`src/rtl/pwm_duty_decoder.sv`:
```
// Recovers a signed duty value from an H-bridge PWM pair (A forward, B reverse),
// one result per trigger-delimited window, with shoot-through and missing-trigger flags.
module pwm_duty_decoder #(
    parameter int PWM_PERIOD_CYCLES = 100,
    parameter int DATA_WIDTH        = 16,
    parameter int CNT_WIDTH         = $clog2(2*PWM_PERIOD_CYCLES+1)
) (
    input  logic                         clk,
    input  logic                         reset,
    input  logic                         trigger,
    input  logic                         pwm_in_a,
    input  logic                         pwm_in_b,
    output logic signed [DATA_WIDTH-1:0] duty_source_data,
    output logic                         duty_source_valid,
    output logic                         status_shoot_through,
    output logic                         status_overrun
);

    localparam logic [CNT_WIDTH-1:0] CNT_MAX = CNT_WIDTH'(2*PWM_PERIOD_CYCLES);

    typedef enum logic {IDLE, MEASURE} state_t;

    function automatic logic [CNT_WIDTH-1:0] sat_inc(input logic [CNT_WIDTH-1:0] cnt,
                                                     input logic en);
        if (en && (cnt != CNT_MAX))
            return cnt + CNT_WIDTH'(1);
        return cnt;
    endfunction

    function automatic logic signed [DATA_WIDTH-1:0] fit_width(input logic signed [CNT_WIDTH:0] d);
        logic signed [DATA_WIDTH+CNT_WIDTH:0] wide;
        wide = {{DATA_WIDTH{d[CNT_WIDTH]}}, d};
        return wide[DATA_WIDTH-1:0];
    endfunction

    // Stage p0/p1: two-flop synchronizer for the asynchronous PWM pins
    logic a_p0, a_p1, b_p0, b_p1;

    always_ff @(posedge clk) begin
        a_p0 <= pwm_in_a;
        a_p1 <= a_p0;
        b_p0 <= pwm_in_b;
        b_p1 <= b_p0;
    end

    logic sa, sb, a_only, b_only;
    assign sa     = a_p1;
    assign sb     = b_p1;
    assign a_only = sa & ~sb;
    assign b_only = sb & ~sa;

    // Stage p2: window accumulation and result register
    state_t                        state_q, state_d;
    logic [CNT_WIDTH-1:0]          cnt_a_q, cnt_b_q, cnt_win_q;
    logic [CNT_WIDTH-1:0]          cnt_a_d, cnt_b_d, cnt_win_d;
    logic                          valid_d, overrun_d, shoot_d;
    logic signed [DATA_WIDTH-1:0]  data_d;
    logic signed [CNT_WIDTH:0]     diff;

    assign diff = $signed({1'b0, cnt_a_q}) - $signed({1'b0, cnt_b_q});

    always_comb begin
        state_d   = state_q;
        cnt_a_d   = cnt_a_q;
        cnt_b_d   = cnt_b_q;
        cnt_win_d = cnt_win_q;
        valid_d   = 1'b0;
        overrun_d = 1'b0;
        data_d    = duty_source_data;
        shoot_d   = status_shoot_through | (sa & sb);

        case (state_q)
            IDLE: begin
                cnt_a_d   = '0;
                cnt_b_d   = '0;
                cnt_win_d = '0;
                if (trigger) begin
                    state_d   = MEASURE;
                    cnt_a_d   = sat_inc('0, a_only);
                    cnt_b_d   = sat_inc('0, b_only);
                    cnt_win_d = sat_inc('0, 1'b1);
                end
            end
            MEASURE: begin
                if (trigger) begin
                    // The trigger-cycle sample opens the next window, not the closing one
                    valid_d   = 1'b1;
                    data_d    = fit_width(diff);
                    cnt_a_d   = sat_inc('0, a_only);
                    cnt_b_d   = sat_inc('0, b_only);
                    cnt_win_d = sat_inc('0, 1'b1);
                end else if (cnt_win_q == CNT_MAX) begin
                    overrun_d = 1'b1;
                    state_d   = IDLE;
                    cnt_a_d   = '0;
                    cnt_b_d   = '0;
                    cnt_win_d = '0;
                end else begin
                    cnt_a_d   = sat_inc(cnt_a_q, a_only);
                    cnt_b_d   = sat_inc(cnt_b_q, b_only);
                    cnt_win_d = sat_inc(cnt_win_q, 1'b1);
                end
            end
            default: state_d = IDLE;
        endcase
    end

    always_ff @(posedge clk) begin
        if (reset) begin
            state_q              <= IDLE;
            cnt_a_q              <= '0;
            cnt_b_q              <= '0;
            cnt_win_q            <= '0;
            duty_source_valid    <= 1'b0;
            duty_source_data     <= '0;
            status_shoot_through <= 1'b0;
            status_overrun       <= 1'b0;
        end else begin
            state_q              <= state_d;
            cnt_a_q              <= cnt_a_d;
            cnt_b_q              <= cnt_b_d;
            cnt_win_q            <= cnt_win_d;
            duty_source_valid    <= valid_d;
            duty_source_data     <= data_d;
            status_shoot_through <= shoot_d;
            status_overrun       <= overrun_d;
        end
    end

endmodule

```
`config.mk`:
```
export PLATFORM = sky130hd
export DESIGN_NAME = pwm_duty_decoder
export DESIGN_NICKNAME = d
export VERILOG_FILES = /design/src/rtl/pwm_duty_decoder.sv
export SDC_FILE = /design/constraint.sdc
export NUM_CORES = 1
export LEC_CHECK = 0
export CAP_MARGIN = 30
export CORE_MARGIN = 5
export CORE_UTILIZATION = 45
export DETAILED_ROUTE_END_ITERATION = 10
export PLACE_DENSITY = 0.77
export SLEW_MARGIN = 20
export SYNTH_ARGS = -nofsm -noshare
export SYNTH_HDL_FRONTEND = slang
export SYNTH_SLANG_ARGS = --single-unit
```
`constraint.sdc`:
```
create_clock -name clk -period 4.28 [get_ports clk]
set_input_delay 0.428 -clock clk [delete_from_list [all_inputs] [get_ports clk]]
set_output_delay 0.428 -clock clk [all_outputs]
set_load 0.05 [all_outputs]
```
# --- After elaboration in Yosys (flattened, before gate mapping) ---
# Index checks and enable logic that the tools add are counted.
# Widths: inputs -> output; s select.
totals:
  register_bits: 41
  output_inout_bits: 19
  inputBits: 5
  wordCells: 84
op_classes:
  n_reduce_logical: 5
  bitwise: 7
  n_mux: 49
  n_eq_ne: 7
  addsub: 4
ops:
  columns: ["op", "count"]
  rows:
  - ["$mux 8", 20]
  - ["$pmux 8 s2", 3]
  - ["$mux 1", 25]
  - ["$add 8x1->8 const B", 3]
  - ["$ne 8x8->1 const B", 3]
  - ["$ne 4x2->1 const B", 3]
  - ["$sub 8x8->9", 1]
  - ["$eq 8x8->1 const B", 1]
  - ["$and 1x1->1", 3]
  - ["$not 1->1", 3]
  - ["$reduce_or 3->1", 1]
  - ["$logic_and 1x1->1", 2]
  - ["$pmux 1 s2", 1]
  - ["$reduce_and 2->1", 1]
  - ["$reduce_or 2->1", 1]
  - ["$or 1x1->1", 1]

# --- Depth between registers and ports, before layout ---
# Gate-level depths: netlist (run 1).
logic_depth:
  word_depth: 11
  mapped_depth: 8
  depth_no_buf: 8

# --- Least setup slack after synthesis (run 1) ---
# Ideal clock, no wire load.
synth_path:
  kind: "reg2reg"
  startpoint: "register cnt_a_q[0]"
  endpoint: "register duty_source_data[6]"
  path_stages_with_launch: 9
  synth_period_minus_slack_ns: 1.993
  t_arrival_ns: 1.930
  path_buffers: 0
  setup_slack_ns: 2.287
  setup_ns: 0.063
  required_time_ns: 4.217
  cell_sequence: "dfxtp_1 > inv_1 > ha_1 > fa_1 > and2b_1 > o31a_1 > o21ai_1 > or4_1 > nand3_1"
synth_between:
  elab_chain_len: 1
synth_rtl:
  columns: ["element", "line_no", "text"]
  rows:
  - ["start: declaration", "54", "logic [CNT_WIDTH-1:0] cnt_a_q, cnt_b_q, cnt_win_q;"]
  - ["start signal: assignment", "120", "cnt_a_q <= cnt_a_d;"]
  - ["$sub 8x8->9", "60", "assign diff = $signed({1'b0, cnt_a_q}) - $signed({1'b0, cnt_b_q});"]
  - ["end signal: assignment", "124", "duty_source_data <= data_d;"]
  - ["end: declaration", "13", "output logic signed [DATA_WIDTH-1:0] duty_source_data,"]
# Every way passes these cells.
# A chain may end at the register's enable or synchronous reset.

# --- Worst setup path after layout (run 1) ---
# Same ends and word-level chain as after synthesis.

==> impl_metrics.env, run 1 <==
export IMPL_status="completed"
export IMPL_crit_path_start_kind="flip-flop"
export IMPL_cp_required_ns=4.52
export IMPL_yosysTopAreaCell="dfxtp_1"
export IMPL_die_w_microns=77.4
export IMPL_drive_gt1_share_pct=7.44
export IMPL_grt_pass1_wl_microns=6970
export IMPL_synth_top_family_by_area="simple AND/OR/NAND/NOR gates"
export IMPL_antenna_found_initial=0
export IMPL_p_leak_nw=0.853
export IMPL_finalSetupTns_ns=0
export IMPL_gp_congestion=0.791
export IMPL_hold_start="a_p0"
export IMPL_critPathArrivalTime_ns=2.43
export IMPL_slew_headroom_pct=51.5
export IMPL_hp_class="flip-flop to flip-flop"
export IMPL_cts_root_buf="clkbuf_8"
export IMPL_post_route_min_period_ns=2.18
export IMPL_io_pins=24
export IMPL_hold_viol_final=0
export IMPL_yosys_warnings=0
export IMPL_synth_cell_area_sq_mm=0.00204
export IMPL_netlist_cell_type_count=49
export IMPL_antenna_left=0
export IMPL_pwr_share_comb_pct=7.1
export IMPL_port_buffers=23
export IMPL_post_cts_buffers=0
export IMPL_avgRoutedWirePerCell_microns=13.6
export IMPL_postLayoutCoreUtil_pct=53.8
export IMPL_clk_pin_slew_worst_paths_ns=0.08
export IMPL_cts_path_max_buffers=2
export IMPL_syn_area_per_cell_sq_um=9.08
export IMPL_cts_inserted_buffers=5
export IMPL_power_frac_seq_pct=52.7
export IMPL_power_density_mw_per_mm2=317
export IMPL_core_area_sq_mm=0.00438
export IMPL_grt_max_degree=23
export IMPL_grt_pass1_vias=1533
export IMPL_cts_repair_resized=0
export IMPL_clk_latency_ns=0.29
export IMPL_path_class="flip-flop to flip-flop"
export IMPL_post_route_period_util_pct=51.0
export IMPL_synth_compound_area_share_pct=11.5
export IMPL_syn_inst=225
export IMPL_rsz0062_at_grt="false"
export IMPL_firstDrtPassIters=4
export IMPL_tightest_slew_ns=0.726
export IMPL_async_reset_ff_share_pct=0
export IMPL_final_nets=262
export IMPL_dieArea_sq_mm=0.00599
export IMPL_synth_top_area_share_pct=40.2
export IMPL_ys_top_cells_by_area="dfxtp_1, ha_1, nor2_1"
export IMPL_p_sw_uw=170
export IMPL_vias_per_cell=5.39
export IMPL_swShare_pct=22.8
export IMPL_route_detailed_drc=0
export IMPL_max_stage_delay_ns=0.44
export IMPL_r2r_start="cnt_a_q[0]"
export IMPL_vias=1586
export IMPL_diodes=0
export IMPL_hpwl_microns=3000
export IMPL_synthMuxAreaShare_pct=0.490
export IMPL_critPathMaxFanout=6
export IMPL_grt_total_usage_pct=14.3
export IMPL_ir_worst_vdd_mv=0.215
export IMPL_initial_utilization_pct=46.6
export IMPL_synthesis_nets=245
export IMPL_nFillCells=419
export IMPL_slew_viol_final=0
export IMPL_finClkSkew_ns=0.00366
export IMPL_synthSimpleGateAreaFrac_pct=23.0
export IMPL_setup_viol=0
export IMPL_crit_path_end_kind="flip-flop"
export IMPL_cts_tree="yes"
export IMPL_crit_start="cnt_a_q[0]"
export IMPL_synth_common_cells="dfxtp_1, nor2_1, ha_1, nand3_1, xor2_1"
export IMPL_row_count=24
export IMPL_syn_to_final_growth_pct=15.4
export IMPL_fmax_mhz=458
export IMPL_synth_xor_area_share_pct=8.57
export IMPL_cts_sinks=41
export IMPL_htreeDepth=2
export IMPL_intPower_uw=576
export IMPL_synthAdderAreaFrac_pct=9.55
export IMPL_synth_flop_cell="dfxtp_1"
export IMPL_synth_edff_count=0
export IMPL_cap_violations=0
export IMPL_cp_slowest_cell="dfxtp_1"
export IMPL_synth_seq_area_share_pct=40.2
export IMPL_pwr_share_clk_pct=40.2
export IMPL_drtIter0Drc=77
export IMPL_holdBufCountCts=0
export IMPL_drt_wl_total_microns=4000
export IMPL_chipHeight_microns=77.4
export IMPL_ys_ff_latch=41
export IMPL_path_cells="inv_1 -> ha_1 -> fa_1 -> and2b_1 -> o31a_1 -> o21ai_1 -> or4_1 -> nand3_1"
export IMPL_overflow=0
export IMPL_synth_most_common_cell="dfxtp_1"
==> layout make-up <==
cell class | count | area (sq um) | share of cell area [%]
Clock inverter | 2 | 35.0 | 1.49
Tap cell | 52 | 65.1 | 2.76
Multi-Input combinational cell | 157 | 1080 | 46.0
Clock buffer | 5 | 68.8 | 2.92
Sequential cell | 41 | 821 | 34.8
Inverter | 14 | 52.6 | 2.23
Timing Repair Buffer | 23 | 230 | 9.77
==> worst paths after layout <==
kind | to | slack (ns) | cells after the start
worst min-delay path | a_p1 | 0.33 | 0
worst max-delay path | duty_source_data[6] | 2.10 | 8
worst min register to register | a_p1 | 0.33 | 0
worst max register to register | duty_source_data[6] | 2.10 | 8
==> registers in the layout, indices dropped and copies added (netlist names), 8 cells and up <==
| name | cells |
|---|---|
| cnt_a_q | 8 |
| cnt_win_q | 8 |
| duty_source_data | 9 |
| cnt_b_q | 8 |
==> power by group through the flow <==
stage	combinational [mW]	sequential, mW	clock, mW
after floorplan	0.0315	0.408	0
after global placement	0.0521	0.402	0
after detailed placement	0.0528	0.402	0
after CTS	0.0531	0.393	0.311
after global routing	0.0579	0.394	0.325
final	0.0528	0.393	0.300
==> cell families after synthesis <==
kind of cell | count (synthesis)
compound gates | 32
xor+xnor | 20
fa+ha+maj | 15
buf+inv | 27
flops | 41
mux | 1
simple gates | 89
==> placed cells by master (no fill, tap or decap), types with 2 or more instances in the layout <==
| cell type | netlist | routed |
|---|---|---|
| nand3_1 | 14 | 14 |
| nor3_1 | 3 | 3 |
| o22ai_1 | 2 | 2 |
| nand2_1 | 8 | 8 |
| nor4_2 | 2 | 2 |
| ha_1 | 14 | 14 |
| nand4_1 | 2 | 2 |
| nand2b_1 | 2 | 2 |
| and3_1 | 5 | 5 |
| clkbuf_8 | 0 | 5 |
| xor2_1 | 12 | 12 |
| a21oi_1 | 11 | 11 |
| nor2b_1 | 2 | 2 |
| dfxtp_1 | 41 | 41 |
| nor2_1 | 35 | 35 |
| nor3b_1 | 2 | 2 |
| o21ai_0 | 2 | 2 |
| a211oi_1 | 2 | 2 |
| inv_2 | 3 | 3 |
| inv_1 | 11 | 11 |
| a21oi_2 | 2 | 2 |
| a311o_1 | 2 | 2 |
| xnor2_1 | 8 | 8 |
| nor4bb_1 | 2 | 2 |
| clkdlybuf4s50_1 | 0 | 23 |
| nor4b_1 | 3 | 3 |
==> per-stage QoR <==
step | instance area [sq um] | total power, mW | worst slack [ns] | std cells | hold WS, ns
after global routing | 2360 | 0.777 | 1.91 | 294 | 0.347
after floorplan | 2040 | 0.440 | 2.29 | 225 | 0.310
after CTS | 2360 | 0.757 | 2.10 | 294 | 0.333
after detailed placement | 2250 | 0.455 | 2.08 | 287 | 0.315
after global placement | 2250 | 0.454 | 2.10 | 287 | 0.312
final | 2360 | 0.747 | 2.10 | 294 | 0.329
==> routing by layer <==
metal  track usage (%)  up-vias  wire (microns)
met5                 0        -               0
li1                  -      803               -
met4              7.04        0              62
met1              18.3      746            1950
met3              3.59        5             198
met2              22.2       32            1790
==> critical path: cells and delay by family, from the launching register on <==
family | cells | cell delay (ns)
adders and majority gates | 2 | 0.61
buffers and inverters | 1 | 0.10
DFF | 1 | 0.44
AOI/OAI and AO/OA | 2 | 0.25
and+or+nand+nor | 3 | 0.73
Power figures use the tool's default switching activity.
==> inputs of run 2 (changes only) <==
--- a/config.mk
+++ b/config.mk
@@ -9,7 +9,7 @@
 export CORE_MARGIN = 5
 export CORE_UTILIZATION = 45
 export DETAILED_ROUTE_END_ITERATION = 10
-export PLACE_DENSITY = 0.77
+export PLACE_DENSITY = 0.8
 export SLEW_MARGIN = 20
 export SYNTH_ARGS = -nofsm -noshare
 export SYNTH_HDL_FRONTEND = slang
==> constraint.sdc (replaced) <==
create_clock -name clk -period 1.9 [get_ports clk]
set_input_delay 0.19 -clock clk [delete_from_list [all_inputs] [get_ports clk]]
set_output_delay 0.19 -clock clk [all_outputs]
set_load 0.05 [all_outputs]
==> impl_metrics.env, run 2 (synthesis results as in run 1) <==
export IMPL_die_w_microns=77.4
export IMPL_grt_total_usage_pct=14.4
export IMPL_grt_pass1_wl_microns=7020
export IMPL_port_buffers=23
export IMPL_critPathArrivalTime_ns=2.13
export IMPL_clk_latency_ns=0.30
export IMPL_antenna_found_initial=0
export IMPL_vias_per_cell=5.30
export IMPL_cts_sinks=41
export IMPL_slew_viol_final=0
export IMPL_holdBufCountCts=0
export IMPL_gp_congestion=0.789
export IMPL_final_nets=277
export IMPL_largest_reg_flops=9
export IMPL_crit_path_end_kind="flip-flop"
export IMPL_route_met2_wl_microns=2100
export IMPL_drive_gt1_share_pct=17.1
export IMPL_finalSetupTns_ns=0
export IMPL_chipHeight_microns=77.4
export IMPL_power_density_mw_per_mm2=683
export IMPL_hp_class="input port to flip-flop"
export IMPL_setup_viol=0
export IMPL_vias=1643
export IMPL_slew_headroom_pct=66.0
export IMPL_core_area_sq_mm=0.00438
export IMPL_grt_pass1_vias=1589
export IMPL_overflow=0
export IMPL_cap_violations=0
export IMPL_route_detailed_drc=0
export IMPL_cp_slowest_cell="or4_1"
export IMPL_max_stage_delay_ns=0.42
export IMPL_post_route_period_util_pct=99.0
export IMPL_cts_path_max_buffers=2
export IMPL_top_register="duty_source_data"
export IMPL_hpwl_microns=3020
export IMPL_crit_path_start_kind="flip-flop"
export IMPL_endpoint="duty_source_data[6]"
export IMPL_routed_top_layer="met4"
export IMPL_pwr_share_comb_pct=8.4
export IMPL_finClkSkew_ns=0.00703
export IMPL_antenna_left=0
export IMPL_path_class="flip-flop to flip-flop"
export IMPL_clk_pin_slew_worst_paths_ns=0.08
export IMPL_row_count=24
export IMPL_drt_wl_total_microns=4190
export IMPL_reg2reg_setup_slack_ns=0.02
export IMPL_critPathMaxFanout=2
export IMPL_intPower_mw=1.33
export IMPL_initial_utilization_pct=46.6
export IMPL_fmax_mhz=531
export IMPL_worstReg2RegEnd="duty_source_data[6]"
export IMPL_pwr_share_clk_pct=40.5
export IMPL_design_area_sq_mm=0.00253
export IMPL_io_pins=24
export IMPL_final_common_cell="dfxtp_1"
export IMPL_ir_worst_vdd_mv=0.420
export IMPL_rsz0062_at_grt="true"
export IMPL_place_area_sq_mm=0.00235
export IMPL_htreeDepth=2
export IMPL_cts_inserted_buffers=5
export IMPL_drtIter0Drc=59
export IMPL_path_cells="inv_4 -> ha_4 -> fa_2 -> and2b_1 -> o31a_1 -> o21ai_2 -> or4_1 -> nand3_1"
export IMPL_r2r_start="cnt_a_q[0]"
export IMPL_layout_common_cells="dfxtp_1, nor2_1, clkdlybuf4s50_1"
export IMPL_status="completed"
export IMPL_grt_max_degree=23
export IMPL_diodes=0
export IMPL_avgRoutedWirePerCell_microns=13.5
export IMPL_power_frac_seq_pct=51.1
export IMPL_post_route_min_period_ns=1.88
export IMPL_hold_viol_final=0
export IMPL_syn_to_final_growth_pct=23.9
export IMPL_wl_met3_microns=221
export IMPL_dieArea_sq_mm=0.00599
export IMPL_swShare_pct=23.3
export IMPL_crit_start="cnt_a_q[0]"
export IMPL_firstDrtPassIters=4
export IMPL_cts_tree="yes"
export IMPL_rr_worst_depth=8
export IMPL_cts_root_buf="clkbuf_8"
export IMPL_cp_required_ns=2.14
export IMPL_p_leak_nw=0.938
export IMPL_p_sw_uw=402
export IMPL_wl_met1_microns=1800
export IMPL_tightest_slew_ns=0.509
-- run 2: worst min-delay path by stage --
stage               endpoint  slack (ns)  depth (start not counted)      from
floorplan               a_p0        0.22                          0  pwm_in_a
global route            b_p0        0.32                          1  pwm_in_b
finish                  b_p0        0.32                          1  pwm_in_b
CTS                     b_p0        0.32                          1  pwm_in_b
detailed placement      b_p1        0.31                          0      b_p0
global placement        a_p1        0.31                          0      a_p0
-- run 2: critical path, delay by kind of cell, from the launching register on --
kind | cells | cell delay [ns]
adders and majority gates | 2 | 0.47
AOI/OAI and AO/OA | 2 | 0.23
DFF | 1 | 0.36
buffers and inverters | 1 | 0.04
and+or+nand+nor | 3 | 0.73
-- run 2: layout make-up --
type	instances	area (sq um)
Fill cell	387	1850
Multi-Input combinational cell	157	1130
Sequential cell	41	827
Timing Repair Buffer	38	343
Clock buffer	6	72.6
Tap cell	52	65.1
Inverter	14	55.1
Clock inverter	2	38.8
-- run 2: per-layer routing --
metal,global-route usage [%],vias to the layer above
met1,16.8,765
met4,6.01,0
met2,24.7,40
li1,-,831
met3,3.82,7
met5,0,-
-- run 2: what timing repair did --
action	in CTS	in global routing
gates resized for setup	0	10
buffers inserted	0	3
setup endpoints to repair	0	4
-- run 2: per-stage QoR --
step | hold slack [ns] | utilization [%] | setup slack (ns) | total power [mW] | std cells
3_5_place_dp | 0.312 | 53.7 | 0.0296 | 1.04 | 299
2_1_floorplan | 0.218 | - | 0.0318 | 0.991 | 225
5_1_grt | 0.316 | 57.7 | -0.0629 | 1.80 | 310
4_1_cts | 0.318 | 56.2 | 0.000957 | 1.74 | 307
3_3_place_gp | 0.312 | 53.7 | 0.0709 | 1.04 | 299
6_report | 0.322 | 57.7 | 0.0182 | 1.73 | 310
-- run 2: power by group through the flow --
| stage | Sequential, mW | Clock [mW] | Combinational [mW] |
|---|---|---|---|
| 2_1_floorplan | 0.919 | 0 | 0.0715 |
| 3_3_place_gp | 0.902 | 0 | 0.134 |
| 3_5_place_dp | 0.903 | 0 | 0.136 |
| 4_1_cts | 0.883 | 0.718 | 0.138 |
| 5_1_grt | 0.885 | 0.755 | 0.157 |
| 6_report | 0.883 | 0.700 | 0.145 |
